[src/rtl/pipeline_3_result_sink.sv]
// pipeline_3_result_sink: FWFT result FIFO with valid/ready output and saturating sum, sample count and sticky drop statistics.
module pipeline_3_result_sink #(
  parameter int N     = 10,
  parameter int DEPTH = 4,
  parameter int ACC_W = 16,
  parameter int CNT_W = 8
) (
  input  logic             clk,
  input  logic             rst_n,
  input  logic [N-1:0]     f_in,
  input  logic             f_valid,
  input  logic             clr,
  output logic [N-1:0]     out_data,
  output logic             out_valid,
  input  logic             out_ready,
  output logic             full,
  output logic             empty,
  output logic [ACC_W-1:0] acc_sum,
  output logic [CNT_W-1:0] sample_cnt,
  output logic             drop
);
  localparam int AW = $clog2(DEPTH);
  localparam logic [AW:0] FULL_CNT = (AW+1)'(DEPTH);
  logic [N-1:0]     mem_q [DEPTH];
  logic [AW-1:0]    wr_ptr_q, wr_ptr_d, rd_ptr_q, rd_ptr_d;
  logic [AW:0]      cnt_q, cnt_d;
  logic [N-1:0]     last_q, last_d;
  logic [ACC_W-1:0] acc_q, acc_d, acc_base;
  logic [ACC_W:0]   acc_wide;
  logic [CNT_W-1:0] smp_q, smp_d, smp_base;
  logic             drop_q, drop_d;
  logic             pop, push, drop_ev;
  assign empty      = cnt_q == '0;
  assign full       = cnt_q == FULL_CNT;
  assign out_valid  = !empty;
  // Once drained, the output keeps showing the last value handed on.
  assign out_data   = empty ? last_q : mem_q[rd_ptr_q];
  assign acc_sum    = acc_q;
  assign sample_cnt = smp_q;
  assign drop       = drop_q;
  always_comb begin
    pop      = out_valid && out_ready;
    push     = f_valid && (!full || pop);
    drop_ev  = f_valid && full && !pop;
    wr_ptr_d = push ? wr_ptr_q + AW'(1) : wr_ptr_q;
    rd_ptr_d = pop ? rd_ptr_q + AW'(1) : rd_ptr_q;
    cnt_d    = cnt_q + (AW+1)'(push) - (AW+1)'(pop);
    last_d   = pop ? mem_q[rd_ptr_q] : last_q;
    // clr acts first, so a push in the same cycle starts the statistics afresh.
    acc_base = clr ? '0 : acc_q;
    acc_wide = {1'b0, acc_base} + (ACC_W+1)'(f_in);
    acc_d    = !push ? acc_base : acc_wide[ACC_W] ? '1 : acc_wide[ACC_W-1:0];
    smp_base = clr ? '0 : smp_q;
    smp_d    = push ? smp_base + CNT_W'(1) : smp_base;
    drop_d   = (clr ? 1'b0 : drop_q) || drop_ev;
  end
  always_ff @(posedge clk)
    if (push) mem_q[wr_ptr_q] <= f_in;
  always_ff @(posedge clk) begin
    if (!rst_n) begin
      wr_ptr_q <= '0;
      rd_ptr_q <= '0;
      cnt_q    <= '0;
      last_q   <= '0;
      acc_q    <= '0;
      smp_q    <= '0;
      drop_q   <= 1'b0;
    end else begin
      wr_ptr_q <= wr_ptr_d;
      rd_ptr_q <= rd_ptr_d;
      cnt_q    <= cnt_d;
      last_q   <= last_d;
      acc_q    <= acc_d;
      smp_q    <= smp_d;
      drop_q   <= drop_d;
    end
  end
endmodule

[config.mk]
export PLATFORM = sky130hd
export DESIGN_NAME = pipeline_3_result_sink
export DESIGN_NICKNAME = d
export VERILOG_FILES = /design/src/rtl/pipeline_3_result_sink.sv
export SDC_FILE = /design/constraint.sdc
export NUM_CORES = 1
export LEC_CHECK = 0
export ABC_AREA = 1
export BUFFER_PORTS_ARGS = -buffer_cell sky130_fd_sc_hd__clkbuf_2
export CAP_MARGIN = 20
export CORE_UTILIZATION = 25
export CTS_CLUSTER_DIAMETER = 200
export CTS_CLUSTER_SIZE = 12
export DETAILED_ROUTE_END_ITERATION = 6
export MAX_ROUTING_LAYER = met4
export PLACE_DENSITY_LB_ADDON = 0.12
export SYNTH_ARGS = -nofsm -noshare
export SYNTH_HDL_FRONTEND = slang
export SYNTH_SLANG_ARGS = --single-unit
[constraint.sdc]
create_clock -name clk -period 2.1 [get_ports clk]
set_input_delay 0.315 -clock clk [delete_from_list [all_inputs] [get_ports clk]]
set_output_delay 0.315 -clock clk [all_outputs]
set_load 0.02 [all_outputs]
==> run_results.csv, run 1 <==
group,metric,value,unit
routing,drt-wirelength-per-cell,13.4,microns
floorplan,placement_rows,47,
floorplan,dieHeight,132,microns
worst_setup_path,rrSetupSlack,0.19,ns
sta,timing.max_slew.rel_slack,51.1,%
pwr,pwr_density_cell,1040,nW/um^2
synth,synth.ff_latch_count,84,
clock_network,clockRootBuffer,"clkbuf_16",
routing,drt_iter0_markers,158,
final_layout,drive_gt1_share,21.9,%
worst_setup_path,worstPathMaxFanout,8,
pwr,vdd_drop_max,0.000497,V
synth,synthTopCellsByArea,"edfxtp_1 (28%), dfxtp_1 (21%), nand2_1 (7.0%), inv_1 (6.6%), o21ai_0 (6.5%)",
sta,max_clock_freq,506,MHz
worst_setup_path,crit_required,1.78,ns
floorplan,initial_utilization,25.6,%
sta,setup_viol,0,
worst_setup_path,crit_path_cell_trace,"buf_4 -> o21ai_0 -> o22ai_1 -> inv_1 -> o21ai_0 -> clkbuf_2",
clock_network,worst_case_clock_buffer_depth,2,
placement,dp_slack,-0.154,ns
worst_setup_path,slowest_delay,0.39,ns
synth,yosys.cell_types.count,33,
sta,timing.hold.ws,0.239,ns
global_routing,wire_length_of_the_first_global_routing_pass,17.6,mm
worst_setup_path,end_kind,"output port",
sta,period_needed,1.98,ns
clock_network,cts_made_buffers,9,
final_layout,antennaDiodeCount,0,
floorplan,die_w,132,microns
floorplan,design.core.area,16600,sq um
placement,port_buffers,52,
flow_run,max_cap_viol_count,0,
global_routing,grt_overflow_total,0,
synth,ys_seq_area_share,49.1,%
synth,syn_nets,549,
global_routing,antenna_violations_before_repair,0,
clock_network,clock_tree_from_tritoncts,"built",
floorplan,design.portCount,53,
clock_network,clock_sinks,84,
synth,postSynthCellCount,515,
clock_network,clock_latency,0.35,ns
placement,gp_routability_congestion,0.833,
final_layout,fillCellCount,1827,
global_routing,grt_pass1_vias,3343,
worst_hold_path,worstHoldPathType,"in -> reg",
global_routing,grt_max_degree,30,
sta,finalMaxSlewViolations,0,
final_layout,design.final.nets,628,
floorplan,fp.dieArea,17500,sq um
routing,route.detailed.drc,0,
worst_setup_path,timing.rr.start,"acc_sum[4]",
routing,dr_total_vias,3489,
final_layout,most_common_library_cell_in_the_layout_ignoring_fill_and_taps,"nand2_1",
worst_setup_path,worstPathArrival,1.66,ns
synth,syn-cell-area,4240,sq um
sta,final.period_utilization,94.1,%
routing,vias_per_cell,4.26,
routing,firstDrtPassIters,7,
clock_network,holdBufCountCts,0,
synth,netlist.top_cell.by_area,"edfxtp_1",
clock_network,cts_post_setup_buffers_inserted,0,
sta,worst_slack,0.124,ns
worst_setup_path,critical_path_buf_inv_count,3,
synth,yosysWarningCount,0,
sta,finalClockSkew,0.00745,ns
worst_setup_path,cp_top_family,"buffers and inverters",
clock_network,clkSlewWorstSetupHoldPaths,0.06,ns
sta,final-hold-violation-count,0,
global_routing,grtUsageTotal,13.5,%
outcome,status,"finished clean",
pwr,static-leakage-power,2.39,nW
synth,yosys.area.top_type_share,28.3,%
clock_network,htreeDepth,3,
worst_setup_path,worst_path_max_delay_cell,"dfxtp_2",
final_layout,mostFrequentLayoutCells,"nand2_1 (78), inv_1 (74), nor2_1 (71)",
final_layout,areaGrowthSynthToFinish,25.0,%
worst_hold_path,hold_start,"f_in[7]",
routing,postRouteWirelength,10.9,mm
worst_setup_path,timing.critical_path.from_type,"flip-flop",
routing,detail-route-antenna-nets,0,
worst_setup_path,critical_path.most_common_cell,"o21ai_0",
sta,worst_pin_slew,0.733,ns
worst_setup_path,timing.setup.critical_path_class,"reg -> out",
sta,grt_setup_unrepaired,"yes",
synth,syn-mean-instance-area,8.23,sq um
placement,hpwl_after_dpl,8.13,mm
-- Yosys cell counts --
cell and count:
nand4_1 1, ha_1 17, nand2_2 5, nor3_2 2, nor3_1 3, nor3b_1 1, fa_1 2, or2_2 2
nor2_1 73, a31oi_1 2, nand3_4 2, and3_1 1, nand3_2 2, xor2_1 6, nor2_2 4, o21ai_0 55
edfxtp_1 40, buf_4 2, a21oi_1 36, inv_2 1, clkbuf_1 11, inv_1 75, buf_6 1, buf_2 5
nand3_1 20, inv_4 1, o22ai_1 10, nand2_4 1, o21ai_1 7, xnor2_1 3, nand2_1 79, nor3_4 1
dfxtp_1 44
-- cells by family after synthesis --
group,after synthesis,synth area share [%]
AND/OR/NAND/NOR,197,20.7
adder cells (fa/ha/maj),19,5.96
AO/OA/AOI/OAI,110,13.3
flip-flops,84,49.1
buffers and inverters,96,9.06
XOR/XNOR,9,1.86
-- final timing paths --
check,cells after the start,endpoint
worst max-delay path,6,out_data[6]
worst min-delay path,1,mem_q[1][7]
worst max register to register,13,acc_sum[3]
worst min register to register,2,flip-flop
-- repair_timing --
item	4_1_cts	5_1_grt
pin swaps	0	1
endpoints found under the setup margin	9	10
resized for setup	4	10
-- state kept, by name, summed over array words and instances (netlist names), named ones only --
register    count
sample_cnt      8
wr_ptr_q        2
drop            1
cnt_q           3
acc_sum        16
rd_ptr_q        2
mem_q          40
last_q         10
-- layer usage --
metal,global-route usage (%),part of all wire [%],up-vias
met5,-,0,-
met4,3.26,0.89,0
met3,3.61,3.4,10
met2,21.7,47,49
met1,16.8,49,1589
li1,-,-,1841
-- through the flow --
step                utilization [%]  power, mW  TNS (ns)  std cells  area (sq um)
finish                         32.0       5.53         0        819          5300
global route                   32.0       5.89   -0.0126        819          5300
CTS                            31.8       5.60         0        819          5280
detailed placement             29.9       3.85     -1.57        803          4960
global placement               29.9       3.84     -1.47        803          4960
floorplan                         -       3.21         0        515          4250
-- power breakdown --
| group | total, mW | switching, mW | internal (mW) | leakage [nW] |
|---|---|---|---|---|
| logic | 1.78 | 1.17 | 0.616 | 1.51 |
| registers | 2.03 | 0.111 | 1.92 | 0.729 |
| clock network | 1.71 | 0.663 | 1.05 | 0.150 |
| total | 5.53 | 1.94 | 3.59 | 2.39 |
-- cell type report --
cell class / instances / area, sq um / area share (%)
Timing Repair Buffer: 87 / 538 / 10.2
Clock inverter: 5 / 85.1 / 1.61
Sequential cell: 84 / 2080 / 39.3
Tap cell: 220 / 275 / 5.19
Clock buffer: 11 / 233 / 4.39
Inverter: 77 / 292 / 5.50
Multi-Input combinational cell: 335 / 1790 / 33.8
No activity file was read; power rests on OpenSTA's default activity.
==> inputs of run 2 (changes only) <==
--- a/config.mk
+++ b/config.mk
@@ -13,7 +13,7 @@
 export CTS_CLUSTER_SIZE = 12
 export DETAILED_ROUTE_END_ITERATION = 6
 export MAX_ROUTING_LAYER = met4
-export PLACE_DENSITY_LB_ADDON = 0.12
+export PLACE_DENSITY_LB_ADDON = 0.25
 export SYNTH_ARGS = -nofsm -noshare
 export SYNTH_HDL_FRONTEND = slang
 export SYNTH_SLANG_ARGS = --single-unit
==> run_results.csv, run 2 (synthesis gave the netlist of run 1 again) <==
group,metric,value,unit
outcome,status,"finished clean",
global_routing,grtUsageTotal,13.6,%
global_routing,wire_length_of_the_first_global_routing_pass,17.9,mm
placement,hpwl_after_dpl,8.03,mm
flow_run,max_cap_viol_count,0,
routing,postRouteWirelength,10.9,mm
floorplan,initial_utilization,25.6,%
sta,timing.hold.ws,0.248,ns
clock_network,clockRootBuffer,"clkbuf_16",
worst_hold_path,worstHoldPathType,"in -> reg",
clock_network,clkSlewWorstSetupHoldPaths,0.06,ns
worst_setup_path,crit_required,1.78,ns
pwr,vdd_drop_max,0.000586,V
clock_network,clock_latency,0.34,ns
routing,dr_total_vias,3609,
floorplan,die_w,132,microns
placement,gp_routability_congestion,0.834,
sta,worst_pin_slew,0.454,ns
final_layout,drive_gt1_share,21.9,%
worst_setup_path,worstPathArrival,1.67,ns
routing,firstDrtPassIters,5,
sta,final-hold-violation-count,0,
floorplan,design.core.area,16600,sq um
placement,dp_slack,-0.113,ns
routing,vias_per_cell,4.41,
pwr,pwr_density_cell,1020,nW/um^2
final_layout,antennaDiodeCount,0,
sta,finalClockSkew,0.00661,ns
final_layout,largest_reg_flops,40,
floorplan,placement_rows,47,
placement,port_buffers,52,
worst_setup_path,timing.critical_path.from_type,"flip-flop",
pwr,static-leakage-power,2.39,nW
sta,setup_viol,0,
sta,final.period_utilization,94.6,%
global_routing,grt_max_degree,30,
sta,timing.max_slew.rel_slack,69.7,%
clock_network,holdBufCountCts,0,
global_routing,antenna_violations_before_repair,0,
final_layout,areaGrowthSynthToFinish,25.1,%
clock_network,cts_made_buffers,9,
final_layout,mostFrequentLayoutCells,"nand2_1 (78), inv_1 (73), nor2_1 (73)",
floorplan,design.portCount,53,
final_layout,design.final.nets,628,
floorplan,dieHeight,132,microns
worst_setup_path,timing.setup.critical_path_class,"reg -> out",
routing,route.detailed.drc,0,
sta,finalMaxSlewViolations,0,
final_layout,most_common_library_cell_in_the_layout_ignoring_fill_and_taps,"nand2_1",
final_layout,largest-register,"mem_q",
global_routing,grt_pass1_vias,3494,
global_routing,grt_overflow_total,0,
worst_setup_path,end_kind,"output port",
routing,drt-wirelength-per-cell,13.3,microns
sta,setup_tns,0,ns
floorplan,fp.dieArea,17500,sq um
sta,max_clock_freq,503,MHz
routing,detail-route-antenna-nets,0,
clock_network,htreeDepth,3,
sta,worst_slack,0.113,ns
clock_network,worst_case_clock_buffer_depth,2,
clock_network,clock_tree_from_tritoncts,"built",
routing,drt_iter0_markers,235,
worst_setup_path,worstPathMaxFanout,10,
clock_network,clock_sinks,84,
sta,period_needed,1.99,ns
==> run 2: cell types whose count changed in the layout (fill, tap and decap cells not counted), sizes merged <==
cell / change
buf: +1
clkbuf: -2
clkinv: +3
bufinv: -2
==> run 2: path summary, 6_finish.rpt <==
| path | endpoint | slack, ns | cells past startpoint | startpoint |
|---|---|---|---|---|
| setup reg to reg | cnt_q[2] | 0.20 | 11 | cnt_q[1] |
| setup / recovery | out_data[7] | 0.11 | 6 | flip-flop |
| hold / removal | mem_q[1][3] | 0.25 | 1 | f_in[3] |
| hold reg to reg | flip-flop | 0.46 | 2 | rd_ptr_q[1] |
==> run 2: worst max-delay path, stage by stage (launching register included) <==
cell     delay, ns
dfxtp_2       0.41
buf_8         0.15
o21ai_0       0.09
o22ai_1       0.23
inv_1         0.08
o21ai_0       0.17
buf_2         0.19
==> run 2: repair_timing <==
action	4_1_cts	5_1_grt
setup endpoints to repair	4	6
resized for setup	5	14
pin swaps	0	4
gates cloned	0	1
setup buffers	0	0
==> run 2: final cells by class <==
class / count / area, sq um
clock buffers: 10 / 239
clock inverters: 6 / 47.5
fillers: 1756 / 11300
inverters: 77 / 294
multi-input cells: 335 / 1780
flip-flops and latches: 84 / 2080
well taps: 220 / 275
repair buffers: 87 / 578
==> run 2: per-stage QoR <==
step           instances  total power [mW]  utilization, %  area (sq um)
5_1_grt              819              5.75            32.0          5300
2_1_floorplan        515              3.21               -          4250
4_1_cts              818              5.42            31.7          5260
3_3_place_gp         802              3.83            29.9          4970
3_5_place_dp         802              3.86            29.9          4970
6_report             819              5.40            32.0          5300
==> run 2: routing by layer <==
metal | part of all wire [%] | global-route usage, % | vias to the layer above
met4 | 0.75 | 2.75 | 0
met1 | 46 | 16.1 | 1679
met2 | 49 | 22.8 | 83
met3 | 4.1 | 3.92 | 9
met5 | 0 | - | -
li1 | - | - | 1838
==> run 2: report_power, final <==
| part | switching [mW] | internal (mW) |
|---|---|---|
| Sequential | 0.112 | 1.92 |
| Clock | 0.678 | 0.842 |
| Combinational | 1.18 | 0.658 |
| Total | 1.97 | 3.42 |
